--- config.mk ---
export PLATFORM = sky130hd
export DESIGN_NAME = hazard_ctrl
export DESIGN_NICKNAME = d
export VERILOG_FILES = /design/src/rtl/hazard_pkg.sv /design/src/rtl/hazard_ctrl_sat_counter.sv /design/src/rtl/hazard_ctrl.sv
export SDC_FILE = /design/constraint.sdc
export NUM_CORES = 1
export LEC_CHECK = 0
export ABC_AREA = 1
export BUFFER_PORTS_ARGS = -buffer_cell sky130_fd_sc_hd__buf_2
export CAP_MARGIN = 20
export CELL_PAD_IN_SITES_DETAIL_PLACEMENT = 0
export CELL_PAD_IN_SITES_GLOBAL_PLACEMENT = 2
export CORE_MARGIN = 8
export CORE_UTILIZATION = 34
export CTS_BUF_LIST = sky130_fd_sc_hd__clkbuf_2 sky130_fd_sc_hd__clkbuf_4 sky130_fd_sc_hd__clkbuf_8
export DETAILED_ROUTE_END_ITERATION = 8
export GPL_ROUTABILITY_DRIVEN = 0
export PLACE_DENSITY_LB_ADDON = 0.25
export SYNTH_ARGS = -nofsm -noshare
export SYNTH_HDL_FRONTEND = slang
export SYNTH_SLANG_ARGS = --single-unit
--- constraint.sdc ---
create_clock -name clk -period 3.02 [get_ports clk]
set_input_delay 0.151 -clock clk [delete_from_list [all_inputs] [get_ports clk]]
set_output_delay 0.151 -clock clk [all_outputs]
set_load 0.02 [all_outputs]
--- src/rtl/hazard_pkg.sv ---
// hazard_pkg: shared types and constants for the pipeline hazard controller.
//   state_e : FSM encoding (RUN / MDU_WAIT)
//   ctrl_t  : bundle of the six front-end control outputs
//   CTRL_*  : canned control vectors used by the FSM
package hazard_pkg;

    typedef enum logic {
        RUN      = 1'b0,
        MDU_WAIT = 1'b1
    } state_e;

    typedef struct packed {
        logic pc_write;
        logic if_id_write;
        logic if_id_flush;
        logic id_ex_flush;
        logic id_ex_hold;
        logic ex_mem_bubble;
    } ctrl_t;

    // Normal forward progress: PC and IF/ID load, nothing flushed or held.
    localparam ctrl_t CTRL_ADVANCE = '{pc_write: 1'b1, if_id_write: 1'b1, default: 1'b0};

    // Taken branch: keep fetching the redirect target, squash IF/ID and ID/EX.
    localparam ctrl_t CTRL_BRANCH  = '{pc_write: 1'b1, if_id_write: 1'b1,
                                      if_id_flush: 1'b1, id_ex_flush: 1'b1,
                                      default: 1'b0};

    // MDU busy: freeze the front end and the op in EX, feed bubbles to MEM.
    localparam ctrl_t CTRL_MDU     = '{id_ex_hold: 1'b1, ex_mem_bubble: 1'b1, default: 1'b0};

    // Load-use: freeze PC and IF/ID, insert one bubble into ID/EX.
    localparam ctrl_t CTRL_LOADUSE = '{id_ex_flush: 1'b1, default: 1'b0};

endpackage

--- src/rtl/hazard_ctrl_sat_counter.sv ---
// sat_counter: W-bit event counter that saturates at all-ones.
//   clk   : clock, rising edge
//   reset : asynchronous active-high reset, clears count
//   inc   : count one event this cycle
//   count : current value, holds at all-ones once reached
module sat_counter #(
    parameter int W = 32
) (
    input  logic         clk,
    input  logic         reset,
    input  logic         inc,
    output logic [W-1:0] count
);

    logic [W-1:0] count_q, count_d;

    always_comb begin
        count_d = count_q;
        if (inc && (count_q != {W{1'b1}}))
            count_d = count_q + 1'b1;
    end

    always_ff @(posedge clk or posedge reset) begin
        if (reset) count_q <= '0;
        else       count_q <= count_d;
    end

    assign count = count_q;

endmodule

--- src/rtl/hazard_ctrl.sv ---
// hazard_ctrl: front-end stall/flush controller for the 5-stage core.
// Resolves load-use hazards, taken-branch flushes and multi-cycle MDU ops.
//   clk, reset                    : clock, async active-high reset
//   id_rs1/rs2, id_use_rs1/rs2    : ID source registers and read enables
//   id_ex_rd, id_ex_memread       : EX destination, EX instruction is a load
//   ex_branch_taken               : EX redirects the PC
//   mdu_start, mdu_done           : MDU op in EX / MDU result valid
//   pc_write .. ex_mem_bubble     : combinational pipeline register controls
//   mdu_timeout                   : sticky watchdog error, cleared by reset
//   stall_cnt, flush_cnt          : saturating performance counters
module hazard_ctrl
    import hazard_pkg::*;
#(
    parameter int CNT_W       = 32,
    parameter int MDU_MAX_CYC = 64
) (
    input  logic             clk,
    input  logic             reset,
    input  logic [4:0]       id_rs1,
    input  logic [4:0]       id_rs2,
    input  logic             id_use_rs1,
    input  logic             id_use_rs2,
    input  logic [4:0]       id_ex_rd,
    input  logic             id_ex_memread,
    input  logic             ex_branch_taken,
    input  logic             mdu_start,
    input  logic             mdu_done,
    output logic             pc_write,
    output logic             if_id_write,
    output logic             if_id_flush,
    output logic             id_ex_flush,
    output logic             id_ex_hold,
    output logic             ex_mem_bubble,
    output logic             mdu_timeout,
    output logic [CNT_W-1:0] stall_cnt,
    output logic [CNT_W-1:0] flush_cnt
);

    localparam int              WD_W    = (MDU_MAX_CYC > 1) ? $clog2(MDU_MAX_CYC) : 1;
    localparam logic [WD_W-1:0] WD_LAST = WD_W'(MDU_MAX_CYC - 1);

    state_e          state_q, state_d;
    logic [WD_W-1:0] wd_q, wd_d;
    logic            timeout_q, timeout_set;
    logic            flush_ev;
    logic            load_use;
    ctrl_t           ctrl;

    // x0 is never a real dependency, so a load to x0 cannot cause a stall.
    assign load_use = id_ex_memread && (id_ex_rd != 5'd0) &&
                      ((id_use_rs1 && (id_rs1 == id_ex_rd)) ||
                       (id_use_rs2 && (id_rs2 == id_ex_rd)));

    always_comb begin
        ctrl        = CTRL_ADVANCE;
        state_d     = state_q;
        wd_d        = wd_q;
        timeout_set = 1'b0;
        flush_ev    = 1'b0;
        // While reset is held the registers are already in RUN; forcing the
        // advance vector keeps stale MDU inputs from showing a stall.
        if (!reset) begin
            unique case (state_q)
                RUN: begin
                    if (ex_branch_taken) begin
                        ctrl     = CTRL_BRANCH;
                        flush_ev = 1'b1;
                    end else if (mdu_start && !mdu_done) begin
                        ctrl    = CTRL_MDU;
                        state_d = MDU_WAIT;
                        wd_d    = '0;
                    end else if (mdu_start) begin
                        ctrl = CTRL_ADVANCE;   // single-cycle MDU result
                    end else if (load_use) begin
                        ctrl = CTRL_LOADUSE;
                    end
                end
                MDU_WAIT: begin
                    if (mdu_done) begin
                        state_d = RUN;
                    end else if (wd_q == WD_LAST) begin
                        // Entry cycle plus MDU_MAX_CYC-1 wait cycles have
                        // stalled; give up and let the pipe move on.
                        timeout_set = 1'b1;
                        state_d     = RUN;
                    end else begin
                        ctrl = CTRL_MDU;
                        wd_d = wd_q + 1'b1;
                    end
                end
                default: state_d = RUN;
            endcase
        end
    end

    always_ff @(posedge clk or posedge reset) begin
        if (reset) begin
            state_q   <= RUN;
            wd_q      <= '0;
            timeout_q <= 1'b0;
        end else begin
            state_q   <= state_d;
            wd_q      <= wd_d;
            if (timeout_set) timeout_q <= 1'b1;
        end
    end

    sat_counter #(.W(CNT_W)) u_stall_cnt (
        .clk   (clk),
        .reset (reset),
        .inc   (!ctrl.pc_write),
        .count (stall_cnt)
    );

    sat_counter #(.W(CNT_W)) u_flush_cnt (
        .clk   (clk),
        .reset (reset),
        .inc   (flush_ev),
        .count (flush_cnt)
    );

    assign pc_write      = ctrl.pc_write;
    assign if_id_write   = ctrl.if_id_write;
    assign if_id_flush   = ctrl.if_id_flush;
    assign id_ex_flush   = ctrl.id_ex_flush;
    assign id_ex_hold    = ctrl.id_ex_hold;
    assign ex_mem_bubble = ctrl.ex_mem_bubble;
    assign mdu_timeout   = timeout_q;

endmodule

==> impl_metrics.env, run 1 <==
export IMPL_synthesis_yosys_warnings=0
export IMPL_clk_path_buf_depth=2
export IMPL_post_cts_repair_setup_buffers=0
export IMPL_drc_errors=0
export IMPL_fin_worst_skew_ns=0.00584
export IMPL_detailed_place_area_um2=5540
export IMPL_setup_slack_ns=0.774
export IMPL_synth_simple_gate_area_share_pct=45.6
export IMPL_run_status="complete, no violations"
export IMPL_critical_path_class="reg2reg"
export IMPL_critPathLaunchType="flip-flop"
export IMPL_postRouteWirelength_um=15300
export IMPL_syn_instance_count=738
export IMPL_slowest_stage="dfrtp_1"
export IMPL_synth_most_common_cell="nand2_1"
export IMPL_ys_types=30
export IMPL_fraction_of_final_layout_cells_sized_beyond_drive_strength_1_pct=17.2
export IMPL_max_stage_delay_ns=0.41
export IMPL_hpwlAfterDp_um=11600
export IMPL_finish_net_count=854
export IMPL_via_per_inst=4.78
export IMPL_critical_path_top_cell_by_count="nand2_1"
export IMPL_critical_path_cell_sequence="ha_1 > inv_1 > nor2_2 > nand2_2 > nor2_4 > nand2_2 > nand2_4 > inv_2 > nand2_1 > nand2_1 > nand2_1 > inv_1"
export IMPL_ys_async_sr_fraction_pct=100
export IMPL_buf_inv_on_cp=3
export IMPL_drv_max_cap_violation_count=0
export IMPL_largest_net_degree_at_the_start_of_global_routing=42
export IMPL_syn_area_um2=4940
export IMPL_placement_setup_worst_slack_ns=0.770
export IMPL_final_min_clock_period_ns=2.25
export IMPL_cts_tree="done"
export IMPL_core_area_um2=14400
export IMPL_final_hold_viol_count=0
export IMPL_fin_util_pct=40.1
export IMPL_die_area_um2=18700
export IMPL_antenna_violations_before_repair=0
export IMPL_grt_usage_pct=17.1
export IMPL_numPortBuffers=93
export IMPL_synth_top_cells_by_area="dfrtp_1, nand2_1, nor2_1"
export IMPL_critical_path_peak_fanout=33
export IMPL_mappedNetlistNets=764
export IMPL_cts_sinks=72
export IMPL_cp_end_kind="flip-flop"
export IMPL_total_number_of_vias=4863
export IMPL_clock_tree_root_cell="clkbuf_8"
export IMPL_antenna_violating_nets_post_route=0
export IMPL_ctsHoldBuffers=0
export IMPL_worstPathArrival_ns=2.51
export IMPL_finalSetupViolCount=0
export IMPL_number_of_global_route_vias_before_repair=4747
export IMPL_grt_overflow_total=0
export IMPL_yosys_area_share_adder_pct=0.759
export IMPL_synth_top_area_share_pct=36.5
export IMPL_num_antenna_cells=0
export IMPL_share_of_the_clock_period_used_by_the_worst_path_after_layout_pct=74.4
export IMPL_ioPinCount=94
export IMPL_yosys_area_share_xor_xnor_pct=7.80
export IMPL_cp_required_ns=3.29
export IMPL_die_height_um=137
export IMPL_cts_resized_gates=0
export IMPL_drt_wirelength_per_cell_um=15.1
export IMPL_timing_hold_worst_class="in2async"
export IMPL_synth_common_cells="nand2_1, nor2_1, dfrtp_1, inv_1, nand4_1"
export IMPL_power_density_nw_per_um2=484
export IMPL_ys_seq_elements=72
export IMPL_first_pass_iters=5
export IMPL_htree_levels=3
export IMPL_synth_seq_area_share_pct=36.5
export IMPL_grt_first_pass_wirelength_um=25100
export IMPL_synth_area_mux_share_pct=0
export IMPL_critPathTopFamily="simple AND/OR/NAND/NOR gates"
export IMPL_syn2layout_area_growth_pct=16.6
export IMPL_worstSkewPairLatency_ns=0.37
export IMPL_clkSlewWorstSetupHoldPaths_ns=0.08
export IMPL_max_clock_freq_mhz=445
export IMPL_syn_area_per_cell_um2=6.70
export IMPL_synth_edff_count=0
export IMPL_timing_setup_tns_ns=0
export IMPL_synth_flop_cell="dfrtp_1"
export IMPL_vdd_drop_max_v=0.000199
export IMPL_final_max_slew_violation_count=0
export IMPL_p_leak_nw=2.99
export IMPL_unrepaired_setup_endpoints_after_global_routing="no"
export IMPL_worst_slew_pin_transition_ns=0.877
export IMPL_main_combinational_cell_family_by_area_after_synthesis="simple AND/OR/NAND/NOR gates"
export IMPL_fin_area_um2=5760
export IMPL_fp_row_count=44
export IMPL_cts_inserted_buffers=9
export IMPL_fraction_of_the_mapped_netlist_area_in_compound_gates_pct=2.35
export IMPL_worst_slew_margin_rel_pct=41.4
export IMPL_drt_initial_drc_count=315
export IMPL_initial_cell_density_of_the_core_pct=34.4
export IMPL_synthDominantAreaCellType="dfrtp_1"
export IMPL_die_width_um=137
## metal layers
metal / track usage [%] / share of wire [%] / wire [um] / up-vias
li1: - / - / - / 2506
met4: 6.59 / 1.6 / 250 / 0
met2: 24.3 / 41 / 6300 / 113
met5: 0 / 0 / 0 / -
met1: 24.7 / 51 / 7870 / 2231
met3: 3.41 / 5.8 / 889 / 13
## report_power, final
group / leakage [nW] / switching (mW) / total [mW] / internal (mW)
registers: 0.975 / 0.139 / 1.21 / 1.08
logic: 1.89 / 0.464 / 0.674 / 0.210
clock network: 0.118 / 0.384 / 0.899 / 0.515
## flip-flops by register name, summed over array words and instances, names as in the netlist
| name | cells |
|---|---|
| mdu_timeout | 1 |
| u_flush_cnt.count | 32 |
| u_stall_cnt.count | 32 |
| wd_q | 6 |
| state_q | 1 |
## final timing paths
| kind | startpoint | to | slack, ns | cells past startpoint |
|---|---|---|---|---|
| max | u_flush_cnt.count[0]$_DFFE_PP0P_ | u_flush_cnt.count[16]$_DFFE_PP0P_ | 0.77 | 12 |
| min | reset | wd_q[3]$_DFFE_PP0P_ | 0.01 | 2 |
| max in group asynchronous | reset | u_stall_cnt.count[24]$_DFFE_PP0P_ | 2.19 | 3 |
| min reg2reg | mdu_timeout$_DFFE_PP0P_ | mdu_timeout$_DFFE_PP0P_ | 0.48 | 1 |
| max reg2reg | u_flush_cnt.count[0]$_DFFE_PP0P_ | u_flush_cnt.count[16]$_DFFE_PP0P_ | 0.77 | 12 |
| min in group clk | mdu_done | wd_q[3]$_DFFE_PP0P_ | 0.10 | 3 |
## final cells by class
cell class,instances,area [um2]
Clock inverter,3,65.1
Clock buffer,13,160
Fill cell,1569,8610
Timing Repair Buffer,98,503
Inverter,56,210
Sequential cell,72,1800
Tap cell,184,230
Multi-Input combinational cell,591,2790
## cells in the final DEF (no fill, tap or decap), types with 6 or more instances in the layout
master | synthesis | routed
nor3_1 | 20 | 20
inv_1 | 52 | 51
xor2_1 | 34 | 34
o21ai_0 | 6 | 6
buf_2 | 6 | 93
dfrtp_1 | 72 | 72
o21ai_2 | 6 | 6
xnor2_1 | 10 | 10
clkbuf_8 | 0 | 10
nand2_1 | 325 | 325
nand3_1 | 12 | 12
nand3b_1 | 15 | 15
nor2_1 | 100 | 100
nand4_1 | 38 | 38
## metrics by stage
| stage | hold WS (ns) | std cells | power (mW) |
|---|---|---|---|
| global route | 0.0882 | 1017 | 2.96 |
| global placement | 0.435 | 1001 | 1.91 |
| CTS | 0.0243 | 1017 | 2.83 |
| finish | 0.0110 | 1017 | 2.79 |
| floorplan | 0.311 | 738 | 1.68 |
| detailed placement | 0.444 | 1001 | 1.91 |
## cells by family (layout without fill, tap and decap cells)
family          after synthesis  in the layout
simple gates                527            527
compound gates               17             17
buf+inv                      75            170
fa+ha+maj                     3              3
flops                        72             72
xor+xnor                     44             44
No activity file was read; power rests on OpenSTA's default activity.
==> run 2: changes to the inputs <==
--- a/config.mk
+++ b/config.mk
@@ -11,7 +11,7 @@
 export CELL_PAD_IN_SITES_DETAIL_PLACEMENT = 0
 export CELL_PAD_IN_SITES_GLOBAL_PLACEMENT = 2
 export CORE_MARGIN = 8
-export CORE_UTILIZATION = 34
+export CORE_UTILIZATION = 28
 export CTS_BUF_LIST = sky130_fd_sc_hd__clkbuf_2 sky130_fd_sc_hd__clkbuf_4 sky130_fd_sc_hd__clkbuf_8
 export DETAILED_ROUTE_END_ITERATION = 8
 export GPL_ROUTABILITY_DRIVEN = 0
==> constraint.sdc (replaced) <==
create_clock -name clk -period 2 [get_ports clk]
set_input_delay 0.1 -clock clk [delete_from_list [all_inputs] [get_ports clk]]
set_output_delay 0.1 -clock clk [all_outputs]
set_load 0.02 [all_outputs]
==> run 2 against run 1 <==
Largest power group unchanged. First-iteration DRC count rose by 6.0%. Cell count rose by 7.5%. Total power is 52% higher. Non-clock buffer count up 35. Critical path depth shrank 3. Via count rose by 5.0%. Die area grew 19%.
==> impl_metrics.env, run 2 (synthesis gave the netlist of run 1 again) <==
export IMPL_worst_slew_margin_rel_pct=70.3
export IMPL_cts_sinks=72
export IMPL_worst_slew_pin_transition_ns=0.443
export IMPL_grt_first_pass_wirelength_um=27100
export IMPL_cp_num_cells=9
export IMPL_fin_area_um2=6160
export IMPL_fin_util_pct=35.6
export IMPL_finish_net_count=889
export IMPL_fraction_of_power_consumed_by_sequential_logic_pct=42.7
export IMPL_max_stage_delay_ns=0.39
export IMPL_via_per_inst=4.67
export IMPL_final_fill_count=1948
export IMPL_die_area_um2=22200
export IMPL_fin_worst_skew_ns=0.0115
export IMPL_crit_start="wd_q[0]$_DFFE_PP0P_"
export IMPL_critPathTopFamily="simple AND/OR/NAND/NOR gates"
export IMPL_buf_inv_on_cp=3
export IMPL_detailed_place_area_um2=5850
export IMPL_total_number_of_vias=5106
export IMPL_final_hold_viol_count=0
export IMPL_most_common_layout_cells="nand2_1, nor2_1, buf_2, dfrtp_1, inv_1"
export IMPL_hpwlAfterDp_um=12800
export IMPL_die_width_um=149
export IMPL_critical_path_class="reg2out"
export IMPL_critical_path_peak_fanout=7
export IMPL_share_of_the_clock_period_used_by_the_worst_path_after_layout_pct=92.5
export IMPL_num_antenna_cells=0
export IMPL_antenna_violating_nets_post_route=0
export IMPL_clk_path_buf_depth=2
export IMPL_total_power_mw=4.24
export IMPL_hold_path_startpoint="mdu_done"
export IMPL_number_of_global_route_vias_before_repair=5007
export IMPL_max_clock_freq_mhz=540
export IMPL_final_max_slew_violation_count=0
export IMPL_ioPinCount=94
export IMPL_timing_hold_worst_class="in2reg"
export IMPL_core_area_um2=17300
export IMPL_initial_cell_density_of_the_core_pct=28.6
export IMPL_numPortBuffers=93
export IMPL_r2r_end="u_flush_cnt.count[16]$_DFFE_PP0P_"
export IMPL_drc_errors=0
export IMPL_layout_commonest_cell="nand2_1"
export IMPL_ff2ff_setup_slack_ns=0.21
export IMPL_p_int_mw=2.68
export IMPL_grt_overflow_total=0
export IMPL_finalSetupViolCount=0
export IMPL_clock_tree_root_cell="clkbuf_8"
export IMPL_htree_levels=3
export IMPL_critPathLaunchType="flip-flop"
export IMPL_run_status="complete, no violations"
export IMPL_switchingPower_mw=1.57
export IMPL_cts_tree="done"
export IMPL_place_detailed_instances=1072
export IMPL_drt_wirelength_per_cell_um=15.4
export IMPL_critical_path_cell_sequence="ha_1 > inv_2 > nor2_2 > nand2_1 > nand2_2 > nand2_4 > nand2_2 > inv_2 > buf_4"
export IMPL_largest_net_degree_at_the_start_of_global_routing=66
export IMPL_p_leak_nw=3.18
export IMPL_antenna_violations_before_repair=0
export IMPL_final_min_clock_period_ns=1.85
export IMPL_crit_path_end="id_ex_hold"
export IMPL_first_pass_iters=5
export IMPL_hold_slack_ns=0.0539
export IMPL_pwr_share_comb_pct=27.6
export IMPL_clkSlewWorstSetupHoldPaths_ns=0.08
export IMPL_cp_required_ns=1.90
export IMPL_grt_usage_pct=15.5
export IMPL_reg2reg_depth=11
export IMPL_worstSkewPairLatency_ns=0.36
export IMPL_fraction_of_final_layout_cells_sized_beyond_drive_strength_1_pct=21.2
export IMPL_cp_end_kind="output port"
export IMPL_die_height_um=149
export IMPL_vdd_drop_max_v=0.000308
export IMPL_layout_cells_non_filler=1093
export IMPL_syn2layout_area_growth_pct=24.7
export IMPL_power_density_nw_per_um2=689
export IMPL_cts_inserted_buffers=9
export IMPL_reg2reg_from="u_flush_cnt.count[1]$_DFFE_PP0P_"
export IMPL_worstPathArrival_ns=1.75
export IMPL_power_clock_fraction_pct=29.7
export IMPL_postRouteWirelength_um=16800
export IMPL_power_share_switching_pct=37.0
export IMPL_drt_initial_drc_count=334
export IMPL_slowest_stage="dfrtp_1"
export IMPL_fp_row_count=48
export IMPL_drv_max_cap_violation_count=0
run 2: cell count changes in the layout (fill, tap and decap cells not counted), sizes merged:
cell / previous run / this run
dlygate4sd3: 0 / 1
buf: 98 / 131
clkinvlp: 0 / 2
clkbuf: 13 / 12
bufbuf: 0 / 1
bufinv: 2 / 1
run 2: repair_timing:
item,4_1_cts,5_1_grt
setup endpoints to repair,2,56
setup buffers,1,2
pin swaps,1,0
hold buffers,1,0
gates resized for setup,4,12
endpoints found under the hold margin,7,0
gates cloned,1,0
run 2: area by class of cell:
type                    instances  area [um2]  share of cell area (%)
clock buffers                  12         153                    2.48
clock inverters                 4        53.8                   0.873
inverters                      56         213                    3.45
multi-input cells             591        2810                    45.6
flip-flops and latches         72        1800                    29.2
well taps                     225         282                    4.57
repair buffers                133         848                    13.8
run 2: worst min path at each step:
stage,to,cells past startpoint
3_5_place_dp,wd_q[0]$_DFFE_PP0P_,2
6_report,wd_q[3]$_DFFE_PP0P_,3
3_3_place_gp,wd_q[0]$_DFFE_PP0P_,2
4_1_cts,wd_q[3]$_DFFE_PP0P_,3
5_1_grt,wd_q[3]$_DFFE_PP0P_,3
2_1_floorplan,wd_q[3]$_DFFE_PP0P_,2
run 2: worst reg2reg max path, stage by stage (launching register included):
cell	delay [ns]
dfrtp_1	0.42
ha_1	0.22
inv_1	0.11
nor2_2	0.06
nand2_2	0.11
nor2_4	0.06
nand2_2	0.08
nand2_4	0.08
inv_4	0.31
nand3_1	0.13
nand2_1	0.09
inv_1	0.04
run 2: power by group through the flow:
stage | Sequential [mW] | Combinational [mW] | Clock (mW)
floorplan | 1.97 | 0.567 | 0
global route | 1.84 | 1.31 | 1.36
CTS | 1.81 | 1.18 | 1.31
global placement | 1.83 | 1.15 | 0
finish | 1.81 | 1.17 | 1.26
detailed placement | 1.84 | 1.15 | 0
run 2: routing by layer:
metal | up-vias | GRT usage, % | share of wire [%]
li1 | 2585 | - | -
met1 | 2391 | 20.9 | 48
met2 | 116 | 24.9 | 46
met3 | 14 | 2.37 | 4.6
met4 | 0 | 5.45 | 1.5
met5 | - | 0 | 0
run 2: through the flow:
step,setup TNS (ns),worst slack [ns]
6_report,0,0.149
3_3_place_gp,0,0.0371
4_1_cts,0,0.00611
5_1_grt,-0.00768,-0.00430
3_5_place_dp,0,0.00990
2_1_floorplan,0,0.0299
